## src/rtl/systolic_array_nxn_if.sv

```systemverilog
// Operand/result bundle for systolic_array_nxn.
//   start/k_len        : job launch and reduction depth K
//   in_valid/in_ready  : operand beat handshake carrying a_vec (column k of A)
//                        and b_vec (row k of B)
//   out_valid/out_ready: result row handshake carrying out_row/out_data
//   busy/done          : job status and end-of-job pulse
// master = operand/result client, slave = the array.
interface systolic_array_nxn_if #(
  parameter int N         = 2,
  parameter int WIDTH     = 8,
  parameter int MAX_K     = 255,
  parameter int ACC_WIDTH = 24
);
  localparam int KW = $clog2(MAX_K + 1);
  localparam int RW = (N > 1) ? $clog2(N) : 1;

  logic                   start;
  logic [KW-1:0]          k_len;
  logic                   in_valid;
  logic                   in_ready;
  logic [N*WIDTH-1:0]     a_vec;
  logic [N*WIDTH-1:0]     b_vec;
  logic                   out_valid;
  logic                   out_ready;
  logic [RW-1:0]          out_row;
  logic [N*ACC_WIDTH-1:0] out_data;
  logic                   busy;
  logic                   done;

  modport master (
    output start, k_len, in_valid, a_vec, b_vec, out_ready,
    input  in_ready, out_valid, out_row, out_data, busy, done
  );

  modport slave (
    input  start, k_len, in_valid, a_vec, b_vec, out_ready,
    output in_ready, out_valid, out_row, out_data, busy, done
  );
endinterface

```

## src/rtl/systolic_array_nxn.sv

```systemverilog
// N x N output-stationary signed MAC grid computing C = A(NxK) * B(KxN).
// Operands enter through a skew stage (row i of A delayed i cycles, column j
// of B delayed j cycles), ripple right/down through the PEs, and accumulate
// in place. A LOAD/DRAIN/OUTPUT FSM sequences the job and streams C out one
// row per handshake.
// Ports:
//   clk  : clock, rising edge
//   rst  : asynchronous active-low reset
//   bus  : systolic_array_nxn_if.slave (start/k_len, operand and result
//          handshakes, busy/done)

// One processing element: registers the operands it forwards and adds the
// sign-extended product of its current inputs into its accumulator.
module systolic_pe #(
  parameter int WIDTH     = 8,
  parameter int ACC_WIDTH = 24
) (
  input  logic                 clk,
  input  logic                 rst,
  input  logic                 clr_i,
  input  logic [WIDTH-1:0]     a_i,
  input  logic [WIDTH-1:0]     b_i,
  output logic [WIDTH-1:0]     a_o,
  output logic [WIDTH-1:0]     b_o,
  output logic [ACC_WIDTH-1:0] acc_o
);
  logic signed [2*WIDTH-1:0] prod;
  logic [ACC_WIDTH-1:0]      prod_ext;
  logic [WIDTH-1:0]          a_q, b_q;
  logic [ACC_WIDTH-1:0]      acc_q;

  assign prod     = $signed(a_i) * $signed(b_i);
  assign prod_ext = ACC_WIDTH'(prod);  // prod is signed, so this sign-extends

  always_ff @(posedge clk or negedge rst) begin
    if (!rst) begin
      a_q   <= '0;
      b_q   <= '0;
      acc_q <= '0;
    end else if (clr_i) begin
      a_q   <= '0;
      b_q   <= '0;
      acc_q <= '0;
    end else begin
      a_q   <= a_i;
      b_q   <= b_i;
      acc_q <= acc_q + prod_ext;  // wraps modulo 2^ACC_WIDTH
    end
  end

  assign a_o   = a_q;
  assign b_o   = b_q;
  assign acc_o = acc_q;
endmodule

module systolic_array_nxn #(
  parameter int N         = 2,
  parameter int WIDTH     = 8,
  parameter int MAX_K     = 255,
  parameter int ACC_WIDTH = 24
) (
  input  logic                 clk,
  input  logic                 rst,
  systolic_array_nxn_if.slave  bus
);
  localparam int KW = $clog2(MAX_K + 1);
  localparam int RW = (N > 1) ? $clog2(N) : 1;
  localparam int DW = $clog2(2 * N);

  typedef enum logic [1:0] {S_IDLE, S_LOAD, S_DRAIN, S_OUTPUT} state_t;

  state_t        state_q;
  logic [KW-1:0] k_q, beat_q;
  logic [DW-1:0] drain_q;
  logic [RW-1:0] out_row_q;
  logic          in_ready_q, out_valid_q;

  logic accept, clr;
  assign accept = bus.in_valid & in_ready_q;
  assign clr    = (state_q == S_IDLE) & bus.start;

  always_ff @(posedge clk or negedge rst) begin
    if (!rst) begin
      state_q     <= S_IDLE;
      k_q         <= '0;
      beat_q      <= '0;
      drain_q     <= '0;
      out_row_q   <= '0;
      in_ready_q  <= 1'b0;
      out_valid_q <= 1'b0;
    end else begin
      case (state_q)
        S_IDLE: if (bus.start) begin
          k_q       <= bus.k_len;
          beat_q    <= '0;
          drain_q   <= '0;
          out_row_q <= '0;
          if (bus.k_len != '0) begin
            state_q    <= S_LOAD;
            in_ready_q <= 1'b1;
          end else begin
            state_q    <= S_DRAIN;
          end
        end
        S_LOAD: if (accept) begin
          beat_q <= beat_q + KW'(1);
          // compare against K-1 so K = MAX_K never needs a wider counter
          if (beat_q == k_q - KW'(1)) begin
            state_q    <= S_DRAIN;
            in_ready_q <= 1'b0;
          end
        end
        S_DRAIN: begin
          // 2N-1 zero cycles flush the longest skew + propagation path
          if (drain_q == DW'(2 * N - 2)) begin
            state_q     <= S_OUTPUT;
            out_valid_q <= 1'b1;
            out_row_q   <= '0;
          end else begin
            drain_q <= drain_q + DW'(1);
          end
        end
        S_OUTPUT: if (bus.out_ready) begin
          if (out_row_q == RW'(N - 1)) begin
            state_q     <= S_IDLE;
            out_valid_q <= 1'b0;
            out_row_q   <= '0;
          end else begin
            out_row_q <= out_row_q + RW'(1);
          end
        end
        default: state_q <= S_IDLE;
      endcase
    end
  end

  // Non-accepted cycles (bubbles, drain) inject zeros, which add nothing.
  logic [N-1:0][WIDTH-1:0] inj_a, inj_b;
  assign inj_a = accept ? bus.a_vec : '0;
  assign inj_b = accept ? bus.b_vec : '0;

  // a_h[i][j]: A operand entering PE(i,j) from the left; b_v[i][j]: B operand
  // entering PE(i,j) from above. The extra column/row is the array edge.
  logic [N-1:0][N:0][WIDTH-1:0]         a_h;
  logic [N:0][N-1:0][WIDTH-1:0]         b_v;
  logic [N-1:0][N-1:0][ACC_WIDTH-1:0]   acc;

  for (genvar i = 0; i < N; i++) begin : g_skew
    if (i == 0) begin : g_direct
      assign a_h[0][0] = inj_a[0];
      assign b_v[0][0] = inj_b[0];
    end else begin : g_delay
      logic [i-1:0][WIDTH-1:0] sa_q, sb_q;
      always_ff @(posedge clk or negedge rst) begin
        if (!rst) begin
          sa_q <= '0;
          sb_q <= '0;
        end else if (clr) begin
          sa_q <= '0;
          sb_q <= '0;
        end else begin
          sa_q[0] <= inj_a[i];
          sb_q[0] <= inj_b[i];
          for (int d = 1; d < i; d++) begin
            sa_q[d] <= sa_q[d-1];
            sb_q[d] <= sb_q[d-1];
          end
        end
      end
      assign a_h[i][0] = sa_q[i-1];
      assign b_v[0][i] = sb_q[i-1];
    end
  end

  for (genvar i = 0; i < N; i++) begin : g_row
    for (genvar j = 0; j < N; j++) begin : g_col
      systolic_pe #(.WIDTH(WIDTH), .ACC_WIDTH(ACC_WIDTH)) u_pe (
        .clk   (clk),
        .rst   (rst),
        .clr_i (clr),
        .a_i   (a_h[i][j]),
        .b_i   (b_v[i][j]),
        .a_o   (a_h[i][j+1]),
        .b_o   (b_v[i+1][j]),
        .acc_o (acc[i][j])
      );
    end
  end

  // Operands falling off the right/bottom edge go nowhere.
  logic unused_edge;
  always_comb begin
    unused_edge = ^b_v[N];
    for (int i = 0; i < N; i++) unused_edge = unused_edge ^ (^a_h[i][N]);
  end

  assign bus.in_ready  = in_ready_q;
  assign bus.out_valid = out_valid_q;
  assign bus.out_row   = out_row_q;
  assign bus.out_data  = out_valid_q ? acc[out_row_q] : '0;
  assign bus.busy      = (state_q != S_IDLE);
  // Combinational so that a new start is taken in the very next cycle.
  assign bus.done      = (state_q == S_OUTPUT) & bus.out_ready &
                         (out_row_q == RW'(N - 1));
endmodule

```

## src/flat_wrapper.sv

```systemverilog
// flat-port wrapper written by rule: the top's interface ports become plain ports
module systolic_array_nxn_flat 
#(
  parameter int N         = 2,
  parameter int WIDTH     = 8,
  parameter int MAX_K     = 255,
  parameter int ACC_WIDTH = 24
)
  (clk, rst, bus_start, bus_k_len, bus_in_valid, bus_a_vec, bus_b_vec, bus_out_ready, bus_in_ready, bus_out_valid, bus_out_row, bus_out_data, bus_busy, bus_done);
  systolic_array_nxn_if #(.N(N), .WIDTH(WIDTH), .MAX_K(MAX_K), .ACC_WIDTH(ACC_WIDTH)) bus_i ();
  input  logic clk;
  input  logic rst;
  input wire logic [$bits(bus_i.start)-1:0] bus_start;
  input wire logic [$bits(bus_i.k_len)-1:0] bus_k_len;
  input wire logic [$bits(bus_i.in_valid)-1:0] bus_in_valid;
  input wire logic [$bits(bus_i.a_vec)-1:0] bus_a_vec;
  input wire logic [$bits(bus_i.b_vec)-1:0] bus_b_vec;
  input wire logic [$bits(bus_i.out_ready)-1:0] bus_out_ready;
  output wire logic [$bits(bus_i.in_ready)-1:0] bus_in_ready;
  output wire logic [$bits(bus_i.out_valid)-1:0] bus_out_valid;
  output wire logic [$bits(bus_i.out_row)-1:0] bus_out_row;
  output wire logic [$bits(bus_i.out_data)-1:0] bus_out_data;
  output wire logic [$bits(bus_i.busy)-1:0] bus_busy;
  output wire logic [$bits(bus_i.done)-1:0] bus_done;
  assign bus_i.start = bus_start;
  assign bus_i.k_len = bus_k_len;
  assign bus_i.in_valid = bus_in_valid;
  assign bus_i.a_vec = bus_a_vec;
  assign bus_i.b_vec = bus_b_vec;
  assign bus_i.out_ready = bus_out_ready;
  assign bus_in_ready = bus_i.in_ready;
  assign bus_out_valid = bus_i.out_valid;
  assign bus_out_row = bus_i.out_row;
  assign bus_out_data = bus_i.out_data;
  assign bus_busy = bus_i.busy;
  assign bus_done = bus_i.done;
  systolic_array_nxn #(.N(N), .WIDTH(WIDTH), .MAX_K(MAX_K), .ACC_WIDTH(ACC_WIDTH)) u_core (.clk(clk), .rst(rst), .bus(bus_i));
endmodule
```

## config.mk

```make
export PLATFORM = sky130hd
export DESIGN_NAME = systolic_array_nxn_flat
export DESIGN_NICKNAME = d
export VERILOG_FILES = /design/src/rtl/systolic_array_nxn_if.sv /design/src/rtl/systolic_array_nxn.sv /design/src/flat_wrapper.sv
export SDC_FILE = /design/constraint.sdc
export NUM_CORES = 1
export LEC_CHECK = 0
export ABC_AREA = 1
export ABC_CLOCK_PERIOD_IN_PS = 8400
export CAP_MARGIN = 10
export CORE_MARGIN = 2
export CORE_UTILIZATION = 59
export CTS_CLUSTER_DIAMETER = 50
export DETAILED_ROUTE_END_ITERATION = 6
export HOLD_SLACK_MARGIN = 0.08
export PLACE_DENSITY_LB_ADDON = 0.12
export REMOVE_ABC_BUFFERS = 1
export SLEW_MARGIN = 10
export SYNTH_ARGS = -nofsm -noshare
export SYNTH_HDL_FRONTEND = slang
export SYNTH_HIERARCHICAL = 1
export SYNTH_SLANG_ARGS = --single-unit
```

## constraint.sdc

```tcl
create_clock -name clk -period 8.4 [get_ports clk]
set_input_delay 1.26 -clock clk [delete_from_list [all_inputs] [get_ports clk]]
set_output_delay 1.26 -clock clk [all_outputs]
set_load 0.02 [all_outputs]
```

==> results of run 1 <==
flip-flops by register name, indices dropped and copies added, names as in the netlist:
signal	flops
u_core/g_row.g_col.u_pe/a_o	16
u_core/state_q	2
u_core/drain_q	2
u_core/bus.out_valid	1
u_core/beat_q	8
u_core/g_row.g_col.u_pe/acc_o	96
u_core/k_q	8
u_core/bus.out_row	1
u_core/bus.in_ready	1
u_core/g_skew.g_delay.sb_q	8
u_core/g_skew.g_delay.sa_q	8
u_core/g_row.g_col.u_pe/b_o	16
worst min path at each step:
stage	startpoint	to	slack [ps]	depth (start not counted)
6_report	u_core/k_q[7]$_DFFE_PN0P_	u_core/k_q[7]$_DFFE_PN0P_	510	2
5_1_grt	u_core/k_q[7]$_DFFE_PN0P_	u_core/k_q[7]$_DFFE_PN0P_	560	2
4_1_cts	u_core/k_q[7]$_DFFE_PN0P_	u_core/k_q[7]$_DFFE_PN0P_	520	2
3_5_place_dp	u_core/k_q[7]$_DFFE_PN0P_	u_core/k_q[7]$_DFFE_PN0P_	500	2
3_3_place_gp	u_core/k_q[7]$_DFFE_PN0P_	u_core/k_q[7]$_DFFE_PN0P_	490	2
2_1_floorplan	u_core/k_q[7]$_DFFE_PN0P_	u_core/k_q[7]$_DFFE_PN0P_	470	2
power groups by stage:
stage,registers [uW],clock network [uW],logic [uW]
2_1_floorplan,1370,0,4600
3_3_place_gp,1480,0,6090
3_5_place_dp,1480,0,6220
5_1_grt,1510,887,7140
6_report,1470,834,6330
4_1_cts,1470,853,6270
cells in the final DEF (no fill, tap or decap), types with 4 or more instances in the layout:
master,n
clkinv_4,4
o21bai_1,9
o21ai_2,7
xnor2_1,29
clkdlybuf4s50_1,96
o21ai_0,147
a31oi_1,6
nand3_1,127
clkbuf_16,17
ha_1,217
o21ai_1,20
nor2_1,389
nand3_2,10
fa_1,224
nand2_1,692
nor2_2,15
nand4_1,22
nor3_1,8
buf_4,17
nand3b_1,5
o21a_1,10
nand2_2,31
a21oi_1,158
a21oi_2,22
inv_2,12
inv_1,776
nor3_2,13
dfrtp_1,167
a211oi_1,4
a21o_1,14
xor2_1,39
per-layer routing:
layer | global-route usage, % | vias up
li1 | - | 10000
met1 | 40.5 | 9643
met2 | 51.9 | 520
met3 | 3.87 | 107
met4 | 11.4 | 0
met5 | 0 | -
worst min-delay path, stage by stage, from the launching register on:
cell and delay, ps:
dfrtp_1 370, nand2_1 50, o21ai_0 60
through the flow:
stage | hold slack, ps | worst slack [ps] | instance area (sq um) | std cells
6_report | 514 | 679 | 25200 | 3864
5_1_grt | 560 | 179 | 25200 | 3864
4_1_cts | 520 | 742 | 25200 | 3864
3_5_place_dp | 503 | 253 | 24600 | 3834
3_3_place_gp | 491 | 378 | 24600 | 3834
2_1_floorplan | 472 | 1430 | 22800 | 3202
final cells by class:
class / count / area [sq um] / area share (%)
Clock inverter: 9 / 119 / 0.472
Sequential cell: 167 / 4180 / 16.6
Tap cell: 518 / 648 / 2.57
Timing Repair Buffer: 114 / 1100 / 4.37
Multi-Input combinational cell: 2245 / 15700 / 62.3
Clock buffer: 21 / 470 / 1.87
Inverter: 790 / 2970 / 11.8
==> summary.md, run 1 <==
| Metric | Value |
|---|---|
| CP Capture Type | flip-flop |
| Avg WL per Cell | 15.5 um |
| Sw Share | 55.3% |
| CTS buffer count | 17 |
| Reg2Reg Setup Slack | approximately 1500 ps |
| First-pass GRT wire length | 101000 um |
| Syn-to-layout area delta | 8.42% |
| Cells after synthesis | 3299 |
| Worst skew pair latency | 470 ps |
| Cell mode on critical path | nand2_1 |
| Post_cts resized | 0 |
| Clk network pwr share | 9.7% |
| Post-route DRC violation count | 0 |
| Data required time at the worst endpoint | approximately 9000 ps |
| Share of layout cells above drive strength 1 | 5.29% |
| Die H | 202 um |
| First-pass DRT Iterations | 5 |
| CP top delay family | adder cells |
| Worst Hold Class | flip-flop to flip-flop |
| Slew @ Worst Pin | 1030 ps |
| GRT overflow | 0 |
| Max transition margin | a little under a third |
| Gpl congestion | 0.975 |
| Final hold vios | 0 |
| Setup crit end | u_core/g_row[0].g_col[0].u_pe/acc_o[21]$_DFF_PN0_ |
| Mapped Area | 0.0232 sq mm |
| Critical path launch point | bus_in_valid |
| Unrepaired setup endpoints after global routing | no |
| Final setup viols | 0 |
| Fin. max-slew vios | 0 |
| Internal power | 3860 uW |
| Final core utilization | 65.0% |
| Post-route ant nets | 0 |
| Routed wire length on met2 | ~28000 um |
| Vias per Instance | 5.25 |
| Sw power | 4770 uW |
| Routed Wire Length | about 60000 um |
| CP Class | input port to flip-flop |
| Flop pwr share | 17.0% |
| Fillcell total | 3523 |
| WL met1 | ~27000 um |
| Hold buffers post-CTS | 0 |
| WL met3 | approximately 2700 um |
| FF-to-FF path depth | 27 |
| Overall power | 8640 uW |
| Clk slew on worst S/H paths | 70 ps |
| Comb power frac | between 70 and 80% |
| Max incr delay on CP | 620 ps |
| WP data arrival | 8080 ps |
| Cell depth of the worst setup path | 28 |
| CP Buf/Inv Count | 4 |
| Max-cap viol count | 0 |
| I/O pin count | 98 |
| Reg-to-reg startpoint | u_core/bus.in_ready$_DFFE_PN0P_ |
| ANT cells | 0 |
| Syn avg cell area | 7.04 sq um |
| Final period util | 91.9% |
| FF-to-FF End | u_core/g_row[0].g_col[0].u_pe/acc_o[21]$_DFF_PN0_ |
| Peak supply drop | 0.322 mV |
| Initial DRC Count | 1337 |
| Sink Count | 167 |
| Uppermost routed layer | met4 |
| Initial antenna violation count | 0 |
| GRT Total Usage | 30.7% |
| Core Region | 0.0387 sq mm |
| Slowest cell on crit path | nor2_1 |
| Synth warn | 6 |
| Run status | finished clean |
| TNS Setup | 0 ps |
| F_max | 0.130 GHz |
| Leak | 0.0148 uW |
| Root Driver | clkbuf_16 |
| Setup Skew | ~13 ps |
| # rows | 72 |
| Port bufs | 97 |
| CP Max Fanout | 13 |
| Initial core utilization | 60.0% |
| Vias in the first global route | 20600 |
| H-tree levels | 4 |
| Final Critical Period | 7720 ps |
| Post-CTS Setup Repair Bufs | 0 |
| DP HPWL | between 40000 and 50000 um |
| Die area | 0.0410 sq mm |
| Total power per unit cell area | 343 mW/mm^2 |
| CP Launch Type | input port |
| Max clock buf depth | 2 |
| Layout net count | 3821 |
| Vias post-DR | around 20000 |
| Die width | between 200 and 250 um |
| CTS tree | done |
| Largest net degree at the start of global routing | 91 |
No activity file was read; power rests on OpenSTA's default activity.
==> run 2, diff against run 1 <==
--- a/config.mk
+++ b/config.mk
@@ -20,3 +20,4 @@
 export SYNTH_HDL_FRONTEND = slang
 export SYNTH_HIERARCHICAL = 1
 export SYNTH_SLANG_ARGS = --single-unit
+export TNS_END_PERCENT = 50
==> results of run 2 <==
Same layout as run 1: the final DEF is identical, and so are final timing and power.
